--- src/rtl/aes_round_seq.sv ---
// Round sequencer/arbiter for the shared AES-256 round register: one external load,
// NUM_ROUNDS internal round writes, then a valid/ready handshake for the finished block.
module aes_round_seq #(
    parameter int unsigned NUM_ROUNDS = 14,
    parameter int unsigned ROUND_W    = 4
) (
    input  logic               inClk,
    input  logic               inRstN,
    input  logic               inEncReq,
    input  logic               inDecReq,
    input  logic               inFlush,
    input  logic               inOutReady,
    output logic               outEncAck,
    output logic               outDecAck,
    output logic               outExtEncWr,
    output logic               outExtDecWr,
    output logic               outIntEncWr,
    output logic               outIntDecWr,
    output logic [ROUND_W-1:0] outRound,
    output logic               outLast,
    output logic               outMode,
    output logic               outBusy,
    output logic               outValid
);

    typedef enum logic [1:0] {StIdle, StRound, StDone} stateT;

    localparam logic [ROUND_W-1:0] LastCnt = ROUND_W'(NUM_ROUNDS);
    localparam logic [ROUND_W-1:0] OneCnt  = ROUND_W'(1);

    stateT              state;
    logic [ROUND_W-1:0] cntQ;
    logic               modeQ;
    logic               lastDecQ;
    logic               lastQ;
    logic               busyQ;
    logic               validQ;

    logic canGrant;
    logic pickDec;
    logic grantEnc;
    logic grantDec;
    logic roundWr;

    // Grant is gated by reset so no strobe can leak out while inRstN is low.
    assign canGrant = (state == StIdle) && inRstN && !inFlush;
    assign pickDec  = inDecReq && (!inEncReq || !lastDecQ);
    assign grantDec = canGrant && pickDec;
    assign grantEnc = canGrant && inEncReq && !pickDec;
    assign roundWr  = (state == StRound) && !inFlush;

    assign outEncAck   = grantEnc;
    assign outDecAck   = grantDec;
    assign outExtEncWr = grantEnc;
    assign outExtDecWr = grantDec;
    assign outIntEncWr = roundWr && !modeQ;
    assign outIntDecWr = roundWr && modeQ;
    assign outRound    = cntQ;
    assign outLast     = lastQ;
    assign outMode     = (state == StIdle) ? grantDec : modeQ;
    assign outBusy     = busyQ;
    assign outValid    = validQ;

    always_ff @(posedge inClk or negedge inRstN) begin
        if (!inRstN) begin
            state    <= StIdle;
            cntQ     <= '0;
            modeQ    <= 1'b0;
            lastDecQ <= 1'b1;
            lastQ    <= 1'b0;
            busyQ    <= 1'b0;
            validQ   <= 1'b0;
        end else begin
            unique case (state)
                StIdle: begin
                    if (grantEnc || grantDec) begin
                        state    <= StRound;
                        cntQ     <= OneCnt;
                        modeQ    <= grantDec;
                        lastDecQ <= grantDec;
                        lastQ    <= (NUM_ROUNDS == 1);
                        busyQ    <= 1'b1;
                    end
                end
                StRound: begin
                    if (inFlush) begin
                        state <= StIdle;
                        cntQ  <= '0;
                        lastQ <= 1'b0;
                        busyQ <= 1'b0;
                    end else if (cntQ == LastCnt) begin
                        state  <= StDone;
                        cntQ   <= '0;
                        lastQ  <= 1'b0;
                        validQ <= 1'b1;
                    end else begin
                        cntQ  <= cntQ + OneCnt;
                        lastQ <= ((cntQ + OneCnt) == LastCnt);
                    end
                end
                StDone: begin
                    if (inFlush || inOutReady) begin
                        state  <= StIdle;
                        busyQ  <= 1'b0;
                        validQ <= 1'b0;
                    end
                end
                default: begin
                    state  <= StIdle;
                    cntQ   <= '0;
                    lastQ  <= 1'b0;
                    busyQ  <= 1'b0;
                    validQ <= 1'b0;
                end
            endcase
        end
    end

endmodule
--- config.mk ---
export PLATFORM = sky130hd
export DESIGN_NAME = aes_round_seq
export DESIGN_NICKNAME = d
export VERILOG_FILES = /design/src/rtl/aes_round_seq.sv
export SDC_FILE = /design/constraint.sdc
export NUM_CORES = 1
export LEC_CHECK = 0
export ABC_AREA = 1
export CAP_MARGIN = 0
export CORE_ASPECT_RATIO = 0.75
export CORE_MARGIN = 4
export CORE_UTILIZATION = 35
export CTS_CLUSTER_DIAMETER = 40
export CTS_CLUSTER_SIZE = 12
export DETAILED_ROUTE_END_ITERATION = 10
export PLACE_DENSITY = 0.66
export RECOVER_POWER = 25
export SYNTH_ARGS = -nofsm -noshare
export SYNTH_HDL_FRONTEND = slang
export SYNTH_SLANG_ARGS = --single-unit
--- constraint.sdc ---
create_clock -name inClk -period 1.53 [get_ports inClk]
set_clock_uncertainty 0.15 [all_clocks]
set_input_delay 0.2295 -clock inClk [delete_from_list [all_inputs] [get_ports inClk]]
set_output_delay 0.2295 -clock inClk [all_outputs]
set_load 0.01 [all_outputs]
# Yosys cells after proc, flatten, opt, wreduce, memory -nomap -nowiden
# Index checks and enable logic that the tools add are counted.
[totals] register_bits=11 inputBits=6 output_inout_bits=14 word_cells=64
[op_classes] n_addsub=1 n_eq_ne=10 n_mux=21 bitwise_logic=2 n_reduce_logical=23
[ops] cell="$mux 4" count=3
[ops] cell="$pmux 4 s3" count=1
[ops] cell="$logic_and 1x1->1" count=9
[ops] cell="$mux 1" count=9
[ops] cell="$pmux 1 s3" count=3
[ops] cell="$eq 4x4->1 const B" count=2
[ops] cell="$mux 2" count=4
[ops] cell="$ne 2x2->1 const B" count=3
[ops] cell="$pmux 2 s3" count=1
[ops] cell="$reduce_and 3->1" count=2
[ops] cell="$logic_not 1->1" count=5
[ops] cell="$add 4x1->4 const B" count=1
[ops] cell="$ne 2x1->1 const B" count=2
[ops] cell="$reduce_and 2->1" count=2
[ops] cell="$reduce_and 4->1" count=1
[ops] cell="$logic_or 1x1->1" count=3
[ops] cell="$ne 3x2->1 const B" count=1
[ops] cell="$eq 2x1->1 const B" count=1
[ops] cell="$eq 2x2->1 const B" count=1
[ops] cell="$logic_not 2->1" count=1
[ops] cell="$not 1->1" count=2

# Depth between registers and ports, before layout
[logic_depth] depth_word=8 depth_mapped=8 mapped_depth_nobuf=8

# Least setup slack after synthesis
# Ideal clock, no wire load.
[synth_path] kind="register to output" start="register state[1]" end="output outExtEncWr" t_arrival_ns=1.117 t_required_ns=1.150 path_slack_ns=0.033 path_stages_with_launch=5 path_buffers=1 path_cell_list="dfrtp_1 > nor2_1 > nand3_1 > nor2_1 > buf_4"
[synth_between] elab_chain_cells=5
[synth_lines] element="from (decl)" line="31" text="stateT state;"
[synth_lines] element="from (signal assigned)" line="66" text="state <= StIdle;"
[synth_lines] element="from (signal assigned)" line="77" text="state <= StRound;"
[synth_lines] element="from (signal assigned)" line="87" text="state <= StIdle;"
[synth_lines] element="$logic_not 2->1" line="46" text="assign canGrant = (state == StIdle) && inRstN && !inFlush;"
[synth_lines] element="$logic_and 1x1->1 (2 in series)" line="46"
[synth_lines] element="$logic_and 1x1->1 (2 in series)" line="49" text="assign grantEnc = canGrant && inEncReq && !pickDec;"
[synth_lines] element="to (decl)" line="15" text="output logic outExtEncWr,"
# Every way passes these cells.

# Final worst setup path
[layout_path] start="register state[0]" end="output outIntEncWr"
[layout_between] elab_chain_cells=3
[layout_lines] element="$eq 2x1->1" line="50" text="assign roundWr = (state == StRound) && !inFlush;"
[layout_lines] element="$logic_and 1x1->1" line="50"
[layout_lines] element="$logic_and 1x1->1" line="56" text="assign outIntEncWr = roundWr && !modeQ;"
[layout_lines] element="to (decl)" line="17" text="output logic outIntEncWr,"
# Every way passes these cells.

==> results.rst <==
.. list-table::
   :header-rows: 1

   * - Metric
     - Value
   * - Number of nets in the layout
     - 138
   * - Total placed cells including tap cells
     - 131
   * - Remaining routing DRC violations
     - 0
   * - PwrDens
     - 1350 nW/µm²
   * - Nature of the critical path startpoint
     - flop
   * - Number of detailed-routing iterations run before antenna repair
     - 4
   * - Detailed-route wire length
     - ~2000 µm
   * - Mapped Cells
     - 82
   * - Pins Over Slew Limit
     - 0
   * - Arrival time of the worst setup path
     - 1320 ps
   * - Flip-flop and latch count after synthesis
     - 11
   * - Synth warnings
     - 0
   * - Layout Cell Area excl Fill
     - 1100 µm²
   * - Number of port buffers
     - 19
   * - Peak supply drop
     - 800 µV
   * - Max transition margin
     - between 80% and 90%
   * - Max-cap violation count
     - 0
   * - Sequential share of the synthesized area
     - 44.1%
   * - Register-to-register setup slack
     - -80 ps
   * - Placement-stage cell area
     - 911 µm²
   * - Final worst setup slack
     - -172 ps
   * - Maximum number of pins on one net before global-route repair
     - 7
   * - Global-route wire length before repair
     - 2960 µm
   * - Leak
     - between 0.6 and 0.7 nW
   * - End of the worst hold path
     - lastDecQ$_DFFE_PN1P_
   * - Final Non-Filler Cells
     - 149
   * - Area growth, synth to finish
     - 75.0%
   * - Vias in the first global route
     - approximately 640
   * - Fraction of final layout cells with drive strength greater than 1
     - 43.0%
   * - Top achievable clock speed
     - 588 MHz
   * - Max Buffers Root-to-Sink
     - 2
   * - H-Tree Depth
     - 1
   * - Antenna-violating nets left
     - 0
   * - Final core area utilization
     - 69.6%
   * - Number of sinks driven by the clock tree
     - 11
   * - Total Die Area
     - 2540 µm²
   * - Detailed-route wire length per cell
     - 13.1 µm
   * - Syn_area_per_cell
     - 7.64 µm²
   * - Placer Congestion
     - around 0.78
   * - Final clock period utilization by the worst path
     - 111%
   * - Final Total Pwr
     - between 0.001 and 0.0015 W
   * - Post-DR vias/cell
     - 4.62
   * - Inserted Diodes
     - 0
   * - Site Rows
     - 12
   * - Top library cells by usage in the layout, fill and taps aside
     - sky130_fd_sc_hd__buf_4 (22), sky130_fd_sc_hd__nand2_1 (21), sky130_fd_sc_hd__inv_1 (9), sky130_fd_sc_hd__dfrtp_1 (9), sky130_fd_sc_hd__dlygate4sd2_1 (8)
   * - Final-report hold violation count
     - 0
   * - R2R cell count
     - 10
   * - DPL Wire Length
     - 1200 µm
   * - Minimum clock period after layout
     - about 1700 ps
   * - Endpoint class of the critical path
     - primary output
   * - Number of instances on the worst hold path
     - 2
   * - Worst-skew pair later-pin latency
     - 270 ps
   * - Source of the worst register-to-register timing path
     - state[0]$_DFFE_PN0P_
   * - Total standard cell area after synthesis
     - about 630 µm²
   * - Violated checks
     - negative setup slack
   * - Number of nets in the synthesized netlist
     - 91
   * - Setup repair after global routing missed its margin
     - yes
   * - Post-Route Hold Slack
     - 324 ps
   * - Horizontal die dimension
     - 56.9 µm
   * - Ports placed on the boundary
     - 20
   * - Most frequent standard cell in the layout excluding fill and tap cells
     - sky130_fd_sc_hd__buf_4
   * - Gr ovfl total
     - 0
   * - Biggest fanout along the worst timing path
     - 3
   * - Total via count in the routed design
     - 689
   * - Global-route usage over all layers
     - 15.4%
   * - Number of failing setup endpoints in the final timing report
     - 15
   * - Floorplan core area
     - 1580 µm²
   * - Number of buffers created by CTS
     - 3
   * - Worst min-delay path class
     - flop to flop
   * - Clock root buffer master
     - sky130_fd_sc_hd__clkbuf_4
   * - Die H
     - 44.7 µm
   * - Hold Crit Start
     - lastDecQ$_DFFE_PN1P_
   * - Worst EP required
     - 1150 ps
   * - Worst-Margin Slew
     - 252 ps
   * - Clock tree from TritonCTS
     - built
   * - Number of DRC markers in iteration 0
     - 7
   * - Run status
     - finished with violations
   * - Number of antenna violations at the first check in global routing
     - 0
   * - Synth cell types
     - 17
   * - Clock transition at the registers of the reported paths
     - 70 ps
   * - R2R Path End
     - outRound[1]$_DFFE_PN0P_
   * - Worst Setup Path Type
     - flop to primary output
   * - Number of fillers in the final layout
     - 126
   * - Starting Density
     - approximately two fifths
==> logic make-up (layout without fill, tap and decap cells) <==
group | count (synthesis) | after routing | share of synthesized area (%)
AOI/OAI and AO/OA | 8 | 8 | 6.79
xor gates and xnor gates | 2 | 2 | 2.79
and+or+nand+nor | 43 | 43 | 30.1
DFF | 11 | 11 | 44.1
adders and majority gates | 3 | 3 | 5.99
buffers and inverters | 15 | 61 | 10.2
==> registers in the layout, indices dropped and copies added (netlist names) <==
signal    cells
outRound      4
state         2
lastDecQ      1
modeQ         1
outBusy       1
outLast       1
outValid      1
==> power by group <==
part	internal, W	switching, W
combinational	0.000408	0.000418
clock	0.000101	0.0000989
sequential	0.000393	0.0000616
total	0.000902	0.000579
==> per-stage QoR <==
step / TNS, ps / worst slack, ps
floorplan: 0 / 33.4
global placement: -5070 / -620
detailed placement: -5380 / -631
CTS: -683 / -150
global route: -2510 / -240
finish: -1300 / -172
==> layer usage <==
| layer | global-route usage, % | up-vias | routed length [µm] |
|---|---|---|---|
| li1 | - | 344 | - |
| met1 | 19.2 | 329 | 845 |
| met2 | 26.0 | 16 | 998 |
| met3 | 6.41 | 0 | 104 |
| met4 | 1.39 | 0 | 0 |
| met5 | 0 | - | 0 |
==> repair_timing <==
action,in CTS,in global routing
endpoints found under the setup margin,15,16
pin swaps,4,7
endpoints found under the hold margin,10,0
gates resized for setup,51,15
hold buffers,1,0
setup buffers,9,4
==> area by class of cell <==
type                    instances  area [µm²]  share of cell area, %
repair buffers                 44         360                   32.8
flip-flops and latches         11         278                   25.3
inverters                      13        48.8                   4.45
clock buffers                   4        26.3                   2.39
well taps                      21        26.3                   2.39
multi-input cells              56         358                   32.6
==> worst max-delay path: stages (launching register included) <==
cell and delay, ps:
sky130_fd_sc_hd__dfrtp_1 360, sky130_fd_sc_hd__inv_1 70, sky130_fd_sc_hd__buf_4 140, sky130_fd_sc_hd__nor2_4 120, sky130_fd_sc_hd__nand2_2 80, sky130_fd_sc_hd__nor2_2 120
sky130_fd_sc_hd__buf_2 160
==> worst max-delay path by stage <==
stage,startpoint,endpoint
after floorplan,state[1]$_DFFE_PN0P_,outExtEncWr
final,state[0]$_DFFE_PN0P_,outIntEncWr
after detailed placement,inRstN,outExtEncWr
after global routing,state[0]$_DFFE_PN0P_,outIntEncWr
after global placement,inRstN,outExtEncWr
after CTS,state[1]$_DFFE_PN0P_,outExtEncWr
==> cell usage after synthesis (all sizes together) <==
master / count / area share [%]
nand2: 27 / 18
inv: 13 / 7.8
dfrtp: 10 / 40
nor2: 9 / 5.8
nand3: 6 / 5.6
o21ai: 6 / 4.8
ha: 3 / 6.0
buf: 2 / 2.4
xnor2: 2 / 2.8
a21boi: 1 / 1.2
a21oi: 1 / 0.80
dfstp: 1 / 4.2
or2: 1 / 1.0
No activity file was read; power rests on OpenSTA's default activity.
==> variant 1 (config.mk and constraints unchanged) <==
`ROUND_W`: 4 -> 5.
--- a/src/rtl/aes_round_seq.sv
+++ b/src/rtl/aes_round_seq.sv
@@ -3,5 +3,5 @@
 module aes_round_seq #(
     parameter int unsigned NUM_ROUNDS = 14,
-    parameter int unsigned ROUND_W    = 4
+    parameter int unsigned ROUND_W    = 5
 ) (
     input  logic               inClk,
Interface: changed (resized outRound); port bits go from 20 to 21. No check against the original RTL was run, so the function may have changed too.
==> variant 1 against the original RTL <==
- synthesized area is 13% higher
- die area increased by 11%
- highest routed layer is now met4
- combinational power down 6.2%
- critical path type unchanged
- global-route usage up 0.41 points
- power is 1.3% higher
- non-clock buffer count down 3
- setup slack worse by 0.00081 ns
- sequential cell count up 1
- first-iteration DRC count increased to 3.1 times the old value
- cell area grew 4.6%
- maximum frequency barely moved
- the flow still finishes with violations (negative setup slack)
- routed wire length increased by 6.1%
==> variant 1: results <==
[power]
p_leak_nw = 0.632
worst_ir_drop_vdd_mv = 0.958

[layout]
largest_register_ff_count = 5
drive_gt1_share_pct = 41.6
final_nets = 147
final_cells = 159

[global_routing]
grt_max_degree = 8
antenna_found_initial = 0
first_global_vias = 728
grt_pass1_wl_mm = 3.24
track_usage_pct = 15.8

[place]
dp_hpwl_mm = 1.38
dpl-instance-area_sq_um = 1000
port_buffers = 20
gp_congestion = 0.748

[sta]
worst_pin_slew_ns = 0.362
setup_viol = 12
setup_slack_ns = -0.172

[synth]
yosys_warnings = 0
synth.distinct_cells = 22
synthTopCellsByArea = dfrtp_1 39%, nand2_1 15%, inv_1 6.4%
ys_async_sr_fraction_pct = 100
synth.net_count = 103
synth_flop_cell = dfrtp_1
ys_seq_area_share_pct = 42.7
syn_area_per_cell_sq_um = 7.51
synth_top_cells_by_count = 29 x nand2_1, 12 x inv_1, 11 x dfrtp_1

[setup_path]
crit_path_max_incr_delay_ns = 0.43
slowest_stage = dfrtp_1
cp_max_fo = 3
cp_common_cell = nor2_4
cp_data_arrival_time_ns = 1.32

[routing]
drt-initial-drc-count = 22
first_pass_iters = 4
viasPerCell = 4.65
drt_wl_total_mm = 2.07

[run_status]
outcome = finished, violations left
violations = negative setup slack

[clocking]
htreeDepth = 1
## variant 1: cell count changes in the layout (fill, tap and decap cells not counted), sizes merged, moves of 2 or more
cell	delta
buf	-5
o21ai	-3
nand2	+6
nand4	+2
nor2	+2
## variant 1: layout make-up
class	instances	area [sq um]
clock buffers	4	26.3
fillers	166	674
inverters	15	57.6
multi-input cells	65	402
flip-flops and latches	12	304
well taps	22	27.5
repair buffers	41	330
## variant 1: worst paths after layout
kind	from	depth (start not counted)	slack, ns	end
max in group asynchronous	inRstN	3	0.42	lastDecQ$_DFFE_PN1P_
worst max-delay path	state[1]$_DFFE_PN0P_	5	-0.17	outExtEncWr
min in group asynchronous	inRstN	3	0.52	state[0]$_DFFE_PN0P_
worst max register to register	state[1]$_DFFE_PN0P_	9	-0.14	outRound[1]$_DFFE_PN0P_
worst min register to register	outValid$_DFFE_PN0P_	2	0.33	outValid$_DFFE_PN0P_
worst min-delay path	outValid$_DFFE_PN0P_	2	0.33	outValid$_DFFE_PN0P_
## variant 1: layer usage
| metal | up-vias | part of all wire [%] | GRT usage [%] |
|---|---|---|---|
| li1 | 374 | - | - |
| met1 | 354 | 48 | 20.1 |
| met2 | 7 | 48 | 25.4 |
| met3 | 4 | 2.0 | 4.40 |
| met4 | 0 | 1.7 | 6.64 |
| met5 | - | 0 | 0 |
## variant 1: stage by stage
| step | setup TNS (ns) | setup WS [ns] | power [W] | util, % |
|---|---|---|---|---|
| finish | -1.55 | -0.172 | 0.00150 | 63.0 |
| global route | -2.41 | -0.225 | 0.00161 | 63.0 |
| CTS | -0.569 | -0.146 | 0.00137 | 60.0 |
| detailed placement | -5.42 | -0.563 | 0.00112 | 54.9 |
| global placement | -5.12 | -0.520 | 0.00110 | 54.9 |
| floorplan | 0 | 0.0291 | 0.000808 | - |
## variant 1: cells by family (layout without fill, tap and decap cells)
family | count (synthesis) | count (layout) | share of synthesized area [%]
AO/OA/AOI/OAI | 5 | 5 | 3.90
XOR/XNOR | 2 | 2 | 2.48
adder cells (fa/ha/maj) | 3 | 3 | 5.32
buffers and inverters | 17 | 60 | 10.3
flip-flops | 12 | 12 | 42.7
AND/OR/NAND/NOR | 55 | 55 | 35.3
## variant 1: where the power goes
group	total [W]	switching (W)	leakage [nW]	internal (W)
Combinational	0.000775	0.000408	0.465	0.000367
Sequential	0.000523	0.0000986	0.153	0.000424
Clock	0.000202	0.000101	0.0150	0.000101
## variant 1: what timing repair did
item / 4_1_cts / 5_1_grt
buffers inserted: 7 / 2
endpoints found under the hold margin: 11 / 0
resized for setup: 52 / 16
pin swaps: 5 / 5
setup endpoints to repair: 15 / 16
hold buffers: 1 / 0
## variant 1: critical path, delay by kind of cell, from the launching register on
kind                   cells  cell delay (ns)
buffers and inverters      2             0.29
flip-flops                 1             0.43
AND/OR/NAND/NOR            3             0.33
==> variant 2 (same flow settings) <==
Made on the original files. Reset style: synchronous (`inRstN`), changed in one clocked block.
--- a/src/rtl/aes_round_seq.sv
+++ b/src/rtl/aes_round_seq.sv
@@ -62,5 +62,5 @@
     assign outValid    = validQ;
 
-    always_ff @(posedge inClk or negedge inRstN) begin
+    always_ff @(posedge inClk) begin
         if (!inRstN) begin
             state    <= StIdle;
Function: differs if inRstN is asserted again (counterexample within 4 cycles, from zero or initial values and one cycle with inRstN low); with inRstN held inactive, the same outputs for 10 cycles.
==> variant 2 against the original RTL <==
- cell count is 2.7% lower
- routed wire length is 23% lower
- synthesized area is 1.0% higher
- setup slack better by 0.17 ns
- cell area is 15% lower
- largest cell class is now multi-input combinational cells
- sequential cell count stayed put
- critical path type unchanged
Power is not compared: it rests on default switching activity, and its combinational part moved more than twofold at a synthesized area within 25%.
==> variant 2: results <==
[synth]
ys_seq_area_share_pct = 34.8
yosys_warnings = 0
ys_async_sr_fraction_pct = 0
synth_top_cells_by_count = 20 x nand2_1, 11 x dfxtp_1, 11 x inv_1
synthTopCellsByArea = dfxtp_1 35%, nand2_1 12%, inv_1 6.5%
synth.distinct_cells = 18
synth_cells = 89
synth_flop_cell = dfxtp_1
synth.net_count = 98

[place]
dp_cells = 140
dp_hpwl_mm = 1.25
gp_congestion = 0.746
port_buffers = 19
dpl-instance-area_sq_um = 927

[setup_path]
slowest_stage = dfxtp_2
cp_max_fo = 4
crit_path_max_incr_delay_ns = 0.34
r2r_setup_slack_ns = 0.05
cp_data_arrival_time_ns = 1.15

[routing]
vias = 644
top_layer = met3
met1Wirelength_microns = 755
avgRoutedWirePerCell_microns = 10.4
routed-wl-met3_microns = 73
wl_met2_microns = 676
drt-initial-drc-count = 10
viasPerCell = 4.44
first_pass_iters = 5

[layout]
fillers = 183
largest_register_ff_count = 4
final_nets = 133
diodes = 0
drive_gt1_share_pct = 39.0
multi_input_area_sq_um = 363

[sta]
maxSlewHeadroom_pct = 83.1
whs_ns = 0.298
fin_tns_setup_ns = 0

[global_routing]
grtUsageMet2_pct = 17.3
antenna_found_initial = 0
grt_use_met3_pct = 4.57
use_met1_pct = 18.7
grt_max_degree = 8
first_global_vias = 556
track_usage_pct = 12.6
grt_pass1_wl_mm = 2.47

[clocking]
cts_buffers = 3
clkSlewWorstSetupHoldPaths_ns = 0.06
cts_root_buffer = clkbuf_4
worstSkewPairLatency_ns = 0.26
max-clock-path-buffers = 2
htreeDepth = 1

[power]
worst_ir_drop_vdd_mv = 0.583
p_leak_nw = 0.471

[run_status]
outcome = finished clean

[worst_hold_path]
hold_class = input port to register
variant 2: worst paths after layout:
kind / end / start / cells after the start
min: lastDecQ$_SDFFE_PN1P_ / inRstN / 3
max: outMode / state[1]$_SDFFE_PN0P_ / 6
max reg2reg: outLast$_SDFFE_PN0P_ / state[1]$_SDFFE_PN0P_ / 10
min reg2reg: outValid$_SDFFE_PN0P_ / outValid$_SDFFE_PN0P_ / 2
variant 2: layout make-up:
cell class,count,area share (%)
multi-input cells,62,38.8
repair buffers,32,25.4
clock buffers,4,2.81
flip-flops and latches,11,24.4
inverters,14,5.62
well taps,22,2.95
variant 2: stage by stage:
step                total power, W  setup slack (ns)
floorplan                 0.000379            0.0394
global placement          0.000454            -0.472
detailed placement        0.000455            -0.490
CTS                       0.000639           0.00108
global route              0.000668           -0.0950
finish                    0.000627           0.00240
variant 2: cell families (layout without fill, tap and decap cells):
kind of cell               count (synthesis)  count (layout)  share of synthesized area [%]
AOI/OAI and AO/OA                         12              12                           10.1
xor gates and xnor gates                   2               2                           2.77
adders and majority gates                  3               3                           5.93
buffers and inverters                     16              50                           10.7
DFF                                       11              11                           34.8
and+or+nand+nor                           45              45                           35.8
variant 2: critical path: cells and delay by family, from the launching register on:
kind / cells / cell delay (ns)
flops: 1 / 0.34
compound gates: 1 / 0.08
buf+inv: 2 / 0.22
simple gates: 3 / 0.24
variant 2: where the power goes:
part | leakage, nW | switching (W) | internal [W]
registers | 0.0915 | 0.00000694 | 0.000300
clock network | 0.0150 | 0.0000870 | 0.000101
logic | 0.364 | 0.0000706 | 0.0000620
total | 0.471 | 0.000165 | 0.000463
variant 2: timing repair:
item | CTS | global route
endpoints found under the setup margin | 12 | 14
gates resized for setup | 43 | 8
buffers inserted | 1 | 0
pin swaps | 1 | 2
